### config.mk
export PLATFORM = sky130hd
export DESIGN_NAME = mem_copy_engine
export DESIGN_NICKNAME = d
export VERILOG_FILES = /design/src/rtl/riscblade_mem_pkg.sv /design/src/rtl/mem_copy_range_chk.sv /design/src/rtl/mem_copy_engine.sv
export SDC_FILE = /design/constraint.sdc
export NUM_CORES = 1
export LEC_CHECK = 0
export BUFFER_PORTS_ARGS = -buffer_cell sky130_fd_sc_hd__buf_2
export CORE_MARGIN = 2
export CORE_UTILIZATION = 45
export DETAILED_ROUTE_END_ITERATION = 7
export PLACE_DENSITY_LB_ADDON = 0.08
export SLEW_MARGIN = 20
export SYNTH_ARGS = -nofsm -noshare
export SYNTH_HDL_FRONTEND = slang
export SYNTH_HIERARCHICAL = 1
export SYNTH_SLANG_ARGS = --single-unit
### constraint.sdc
create_clock -name CLK -period 4.3 [get_ports CLK]
set_input_delay 0 -clock CLK [delete_from_list [all_inputs] [get_ports CLK]]
set_output_delay 0 -clock CLK [all_outputs]
set_load 0.05 [all_outputs]
### src/rtl/riscblade_mem_pkg.sv
// Shared memory-port constants and block-copy FSM encoding.
// Used by mem_copy_engine and mem_copy_range_chk.
package riscblade_mem_pkg;

  localparam int unsigned ADDR_W    = 16;
  localparam int unsigned DATA_W    = 16;
  localparam int unsigned MEM_DEPTH = 500;
  localparam int unsigned SUM_W     = ADDR_W + 1;

  typedef enum logic [2:0] {
    ST_IDLE = 3'd0,
    ST_RD   = 3'd1,
    ST_WR   = 3'd2,
    ST_FIN  = 3'd3,
    ST_FAIL = 3'd4
  } state_t;

  // One address step in the chosen copy direction.
  function automatic logic [ADDR_W-1:0] step_addr(input logic [ADDR_W-1:0] a,
                                                  input logic              desc);
    return desc ? a - ADDR_W'(1) : a + ADDR_W'(1);
  endfunction

endpackage

### src/rtl/mem_copy_range_chk.sv
// Combinational check that [base, base+len-1] lies inside [0, depth-1].
// The sum is widened by one bit so base+len cannot wrap.
module mem_copy_range_chk
  import riscblade_mem_pkg::*;
(
  input  logic [ADDR_W-1:0] base,
  input  logic [ADDR_W-1:0] len,
  input  logic [ADDR_W-1:0] depth,
  output logic              in_range
);

  logic [SUM_W-1:0] last_addr;
  logic [SUM_W-1:0] last_legal;

  assign last_addr  = SUM_W'(base) + SUM_W'(len) - SUM_W'(1);
  assign last_legal = SUM_W'(depth) - SUM_W'(1);

  // An empty range is trivially legal; the caller treats LEN=0 separately anyway.
  assign in_range = (len == '0) || (last_addr <= last_legal);

endmodule

### src/rtl/mem_copy_engine.sv
// Block copy/fill initiator on the data-memory port, memmove-safe on overlap.
// Build option: MEM_COPY_FILL_EN enables fill mode; otherwise every request is a copy.
module mem_copy_engine
  import riscblade_mem_pkg::*;
(
  input  logic              CLK,
  input  logic              RST,
  input  logic              START,
  input  logic [ADDR_W-1:0] SRC,
  input  logic [ADDR_W-1:0] DST,
  input  logic [ADDR_W-1:0] LEN,
  input  logic              FILL,
  input  logic [DATA_W-1:0] FILL_VAL,
  output logic              BUSY,
  output logic              DONE,
  output logic              ERR,
  output logic [ADDR_W-1:0] MEM_ADDRESS,
  output logic [DATA_W-1:0] MEM_DATA,
  output logic              MEMWRITE,
  input  logic [DATA_W-1:0] MEM_OUT
);

  state_t            state;
  logic [ADDR_W-1:0] src_ptr;
  logic [ADDR_W-1:0] dst_ptr;
  logic [ADDR_W-1:0] cnt;
  logic [ADDR_W-1:0] addr_q;
  logic              desc;
  logic              busy_q;
  logic              done_q;
  logic              err_q;
  logic              wr_q;

  logic              fill_req;
  logic              fill_mode;
  logic              start_desc;
  logic              src_ok;
  logic              dst_ok;
  logic              req_ok;
  logic [ADDR_W-1:0] len_m1;
  logic [ADDR_W-1:0] src_start;
  logic [ADDR_W-1:0] dst_start;
  logic [ADDR_W-1:0] src_nxt;
  logic [ADDR_W-1:0] dst_nxt;

`ifdef MEM_COPY_FILL_EN
  logic              fill_q;
  logic [DATA_W-1:0] fill_val_q;

  assign fill_req  = FILL;
  assign fill_mode = fill_q;
`else
  logic unused_fill;

  assign fill_req    = 1'b0;
  assign fill_mode   = 1'b0;
  assign unused_fill = ^{FILL, FILL_VAL};
`endif

  // Descending only when a copy could overrun its own unread source.
  assign start_desc = !fill_req && (DST > SRC);
  assign len_m1     = LEN - ADDR_W'(1);
  assign src_start  = start_desc ? SRC + len_m1 : SRC;
  assign dst_start  = start_desc ? DST + len_m1 : DST;
  assign src_nxt    = step_addr(src_ptr, desc);
  assign dst_nxt    = step_addr(dst_ptr, desc);

  mem_copy_range_chk u_src_chk (
    .base     (SRC),
    .len      (LEN),
    .depth    (ADDR_W'(MEM_DEPTH)),
    .in_range (src_ok)
  );

  mem_copy_range_chk u_dst_chk (
    .base     (DST),
    .len      (LEN),
    .depth    (ADDR_W'(MEM_DEPTH)),
    .in_range (dst_ok)
  );

  assign req_ok = dst_ok && (fill_req || src_ok);

  // Transfer FSM; the memory address and write strobe are registered with the state.
  always_ff @(posedge CLK) begin
    if (!RST) begin
      state   <= ST_IDLE;
      src_ptr <= '0;
      dst_ptr <= '0;
      cnt     <= '0;
      addr_q  <= '0;
      desc    <= 1'b0;
      busy_q  <= 1'b0;
      done_q  <= 1'b0;
      err_q   <= 1'b0;
      wr_q    <= 1'b0;
`ifdef MEM_COPY_FILL_EN
      fill_q     <= 1'b0;
      fill_val_q <= '0;
`endif
    end else begin
      done_q <= 1'b0;
      err_q  <= 1'b0;
      case (state)
        ST_IDLE: begin
          if (START) begin
            src_ptr <= src_start;
            dst_ptr <= dst_start;
            cnt     <= LEN;
            desc    <= start_desc;
            busy_q  <= 1'b1;
`ifdef MEM_COPY_FILL_EN
            fill_q     <= FILL;
            fill_val_q <= FILL_VAL;
`endif
            if (LEN == '0) begin
              state  <= ST_FIN;
              done_q <= 1'b1;
            end else if (!req_ok) begin
              state <= ST_FAIL;
              err_q <= 1'b1;
            end else if (fill_req) begin
              state  <= ST_WR;
              addr_q <= dst_start;
              wr_q   <= 1'b1;
            end else begin
              state  <= ST_RD;
              addr_q <= src_start;
            end
          end
        end
        ST_RD: begin
          state  <= ST_WR;
          addr_q <= dst_ptr;
          wr_q   <= 1'b1;
        end
        ST_WR: begin
          cnt     <= cnt - ADDR_W'(1);
          src_ptr <= src_nxt;
          dst_ptr <= dst_nxt;
          if (cnt == ADDR_W'(1)) begin
            state  <= ST_FIN;
            done_q <= 1'b1;
            addr_q <= '0;
            wr_q   <= 1'b0;
          end else if (fill_mode) begin
            addr_q <= dst_nxt;
          end else begin
            state  <= ST_RD;
            addr_q <= src_nxt;
            wr_q   <= 1'b0;
          end
        end
        ST_FIN, ST_FAIL: begin
          state  <= ST_IDLE;
          busy_q <= 1'b0;
        end
        default: begin
          state  <= ST_IDLE;
          busy_q <= 1'b0;
          addr_q <= '0;
          wr_q   <= 1'b0;
        end
      endcase
    end
  end

  assign BUSY        = busy_q;
  assign DONE        = done_q;
  assign ERR         = err_q;
  assign MEM_ADDRESS = addr_q;
  // Reset gates the strobe so the memory's own clear is never overwritten.
  assign MEMWRITE    = wr_q & RST;

  // Copy data comes straight from the read issued in the preceding RD cycle.
`ifdef MEM_COPY_FILL_EN
  assign MEM_DATA = wr_q ? (fill_q ? fill_val_q : MEM_OUT) : '0;
`else
  assign MEM_DATA = wr_q ? MEM_OUT : '0;
`endif

endmodule
==> impl.org <==
** STA
- Min cycle time layout :: 4.08 ns
- At the pin with the least slew margin, the transition time is 1.18 ns.
- Count of pins over their slew limit :: 0
- The worst path uses 94.9% of the clock period.
- In the final timing run, aggregate negative setup slack is 0 ns.
- Measured against its own limit, the worst slew margin works out to 21.1%.
- Setup Skew :: 0.00788 ns
- The number of hold violations in the final report is 0.
- The tightest hold path in the finished design has a slack of 0.0613 ns.
- Setup violations remaining at the end of the flow were counted as 0.
- Static timing analysis puts the maximum clock frequency at 0.245 GHz.

** Finish
- The post-route netlist has 17.2% of its cells at a drive strength greater than 1.
- Leading cell type in the layout, fill and taps excluded :: sky130_fd_sc_hd__inv_1
- 0 antenna diodes ended up in the layout.
- The layout has 2,524 filler cells.
- Area added between synthesis and finish :: 22.1%
- Measured on the finished design, the core utilization comes to 55.8%.
- Nets :: 2,115
- For this run, the number of standard cells in the final layout without fillers is 2,183.
- Leading cell types in the layout, fill and taps excluded :: sky130_fd_sc_hd__inv_1 (176), sky130_fd_sc_hd__ha_1 (174), sky130_fd_sc_hd__buf_4 (136)

** Worst setup path
- Critical Path Fanout Max :: 9
- STA classifies the critical path endpoint as a flop.
- Critical path data required time :: 4.52 ns
- In this run the critical register-to-register path is launched from desc.
- The setup path with the least slack is of type input pin to flop.
- Startpoint of the most critical setup path :: LEN[1]
- Startpoint Class :: input pin
- At the worst endpoint, the arrival time is 4.30 ns.

** GRT
- Entering global routing, the biggest net connects 42 pins.
- The initial antenna violation count came to 1.
- In the global route stage, met3 resource usage came out at 4.60%.
- Overall fraction of global-route tracks in use :: 27.6%
- Number of global-route vias before repair :: 11,100
- Total grt overflow :: 0
- Wire length of the first global-routing pass :: 58,500 um
- Met1 usage in global routing :: 39.1%
- After global routing, the most crowded layer is met2.
- Global Route met2 Usage :: 45.3%

** Detailed routing
- WL per Instance :: 17.0 um
- Number of vias in the routed layout :: 12,200
- For this block, the routed nets add up to 37,100 um of wire.
- Vias per cell :: 5.57
- The first routing iteration left 744 violations.
- The first detailed-routing pass took 5 iterations.
- Post-detailed-route DRC marker count :: 0
- In this run the remaining antenna-violating nets after routing total 0.

** Clock tree
- Number of clock buffers inserted by TritonCTS :: 9
- Clock-pin slew was measured on the worst setup and hold paths at 0.06 ns.
- TritonCTS built the clock tree.
- The clock passes through at most 2 buffers.
- H-Tree Depth :: 3
- The cell sitting at the root of the clock tree is a sky130_fd_sc_hd__clkbuf_16.
- Clock latency on the worst-skew pair, taken at its later pin, is 0.34 ns.
- Number of buffers inserted for hold repair after clock tree synthesis :: 0
- Number of sinks on the clock net :: 72

** Logic synthesis
- Post-synth cell types :: 95
- Share of the synthesized area in the top cell type :: 19.2%
- Arithmetic-cell share of the synthesized area counting full adders, half adders and majority gates :: 20.2%
- In the synthesized netlist the dominant register cell turns out to be sky130_fd_sc_hd__dfxtp_1.
- Sequential cells were found to cover 12.6% of the synthesized design area.
- In the synthesized netlist the async set-or-reset flop fraction comes to 0%.
- Largest family of logic cells by synthesized area :: compound AO/OA/AOI/OAI gates
- The synthesized netlist devotes 26.9% of its cell area to compound gates.
- Area of the mapped netlist :: 0.0115 mm^2
- The synthesized design contains 72 register bits.
- Count of synthesis-stage warnings from yosys :: 6
- Number of instances in the synthesized netlist :: 1,556
- Multiplexer fraction of the synthesized cell area :: 2.22%
- The synthesized design contains 0 enable-type register cells.
- Summed over all instances, the cell type with the most area after synthesis is sky130_fd_sc_hd__ha_1.
- After Yosys synthesis, XOR and XNOR cells account for 7.86% of the synthesized area.
- After synthesis, the cell types taking the most area are sky130_fd_sc_hd__ha_1 (19%), sky130_fd_sc_hd__dfxtp_1 (13%), sky130_fd_sc_hd__inv_1 (5.8%), sky130_fd_sc_hd__xnor2_1 (5.7%), sky130_fd_sc_hd__a21oi_1 (5.2%).
- The synthesized netlist devotes 22.4% of its cell area to simple gates.
- Mean Syn Cell Area :: 7.38 um^2

** Run status
- The flow ran to the end, and the final reports show no timing, DRC or antenna violations.

** Min path
- The tightest min-delay check is of the input pin to flop type.
- The startpoint identified for the worst hold timing path is START.

** Floorplanning
- After floorplanning, the core was divided into 58 placement rows.
- Initial core utilization :: 45.7%
- Die outline height :: 164 um
- X dimension of the die :: 164 um
- The region available for standard cell placement spans 0.0251 mm^2.
- Die area :: 0.0268 mm^2
- For this design the top-level I/O count stands at 120.

** Placed design
- I/O Buffers :: 102
- After detailed placement, the design holds a cell count of 2,164.
- Final GP Congestion :: 1.02
- Detailed-placement wirelength estimate :: 30,800 um

** Pwr
- The analysis attributes to cell leakage a power of 0.00678 uW.
- IR analysis of the VDD net gives a maximum drop of 0.000191 V.
- Total power density per cell area :: 315 mW/mm^2

** Job
- The tool flagged a number of max-cap violations equal to 0.
metal layers:
metal | up-vias | routed length [um]
met2 | 339 | 16700
met4 | 2 | 255
met1 | 5650 | 17600
met3 | 22 | 2620
met5 | - | 9
li1 | 6150 | -
report_power, final:
group | internal (uW) | switching [uW]
logic | 1140 | 1610
registers | 797 | 134
clock network | 444 | 302
total | 2380 | 2040
stage by stage:
stage / setup slack [ns] / total power [uW] / instance area [um^2]
2_1_floorplan: 0.0311 / 2780 / 11900
6_report: 0.219 / 4420 / 14000
5_1_grt: -0.0600 / 4770 / 14000
4_1_cts: 0.00624 / 4370 / 13900
3_5_place_dp: -0.553 / 3580 / 13500
3_3_place_gp: -0.471 / 3550 / 13500
Yosys cell counts, drive strengths merged (6+ instances only):
| master | instances |
|---|---|
| xor2 | 28 |
| a22o | 7 |
| fa | 6 |
| a21o | 45 |
| nor3 | 56 |
| nor2b | 18 |
| nand4 | 18 |
| and2 | 27 |
| mux2i | 21 |
| inv | 176 |
| o41ai | 6 |
| clkbuf | 37 |
| o311ai | 6 |
| dfxtp | 72 |
| xnor2 | 75 |
| a222oi | 6 |
| o21bai | 13 |
| ha | 176 |
| a311oi | 6 |
| a211oi | 28 |
| or3 | 12 |
| buf | 17 |
| nor2 | 121 |
| or2 | 11 |
| a21oi | 120 |
| nor3b | 6 |
| o211ai | 22 |
| nor4 | 24 |
| and3 | 10 |
| o31ai | 10 |
| and4 | 8 |
| o21ai | 68 |
| a31oi | 18 |
| a211o | 9 |
| o21a | 18 |
| nand3 | 34 |
| nand2 | 106 |
| nand2b | 20 |
| or4 | 10 |
| a22oi | 8 |
worst paths after layout:
| kind | end | slack [ns] | cells after the start |
|---|---|---|---|
| hold reg to reg | MEM_ADDRESS[6] | 0.47 | 2 |
| setup reg to reg | src_ptr[15] | 1.00 | 9 |
| setup / recovery | MEM_ADDRESS[13] | 0.22 | 26 |
| hold / removal | state[0] | 0.06 | 3 |
flip-flops by register name, summed over array words and instances (netlist names):
name and count:
wr_q 1, DONE 1, src_ptr 16, desc 1, MEM_ADDRESS 16, BUSY 1, state 3, ERR 1
cnt 16, dst_ptr 16
what timing repair did:
| action | in CTS | in global routing |
|---|---|---|
| pin swaps | 3 | 21 |
| cloned | 0 | 0 |
| endpoints found under the hold margin | 0 | 0 |
| gates resized for setup | 13 | 22 |
| buffers inserted | 0 | 4 |
| endpoints found under the setup margin | 16 | 16 |
layout make-up:
| cell class | instances | area [um^2] | area share [%] |
|---|---|---|---|
| Multi-Input combinational cell | 1353 | 9690 | 69.1 |
| Clock inverter | 6 | 61.3 | 0.438 |
| Tap cell | 330 | 413 | 2.95 |
| Sequential cell | 72 | 1440 | 10.3 |
| Clock buffer | 9 | 225 | 1.61 |
| Timing Repair Buffer | 236 | 1520 | 10.9 |
| Inverter | 177 | 664 | 4.74 |
cell families after synthesis:
family,after synthesis
adder cells (fa/ha/maj),182
other,2
AO/OA/AOI/OAI,450
AND/OR/NAND/NOR,491
XOR/XNOR,103
buffers and inverters,231
multiplexers,25
flip-flops,72
worst max-delay path, cell delays in order:
cell and delay (ns):
sky130_fd_sc_hd__buf_4 0.13, sky130_fd_sc_hd__inv_1 0.05, sky130_fd_sc_hd__ha_1 0.26, sky130_fd_sc_hd__inv_1 0.05
sky130_fd_sc_hd__ha_1 0.15, sky130_fd_sc_hd__inv_1 0.06, sky130_fd_sc_hd__fa_1 0.44, sky130_fd_sc_hd__nor2b_2 0.16
sky130_fd_sc_hd__o2111ai_2 0.14, sky130_fd_sc_hd__a211o_1 0.30, sky130_fd_sc_hd__nand2_1 0.09, sky130_fd_sc_hd__o211ai_1 0.11
sky130_fd_sc_hd__ha_1 0.32, sky130_fd_sc_hd__and4_1 0.21, sky130_fd_sc_hd__nand2_1 0.10, sky130_fd_sc_hd__o41ai_2 0.34
sky130_fd_sc_hd__a31oi_1 0.08, sky130_fd_sc_hd__o41ai_2 0.06, sky130_fd_sc_hd__buf_4 0.20, sky130_fd_sc_hd__nand3_4 0.11
sky130_fd_sc_hd__nor3_4 0.17, sky130_fd_sc_hd__o31ai_4 0.07, sky130_fd_sc_hd__buf_4 0.20, sky130_fd_sc_hd__and2_2 0.21
sky130_fd_sc_hd__a221oi_2 0.19, sky130_fd_sc_hd__a21oi_1 0.09
No activity file was read; power rests on OpenSTA's default activity.
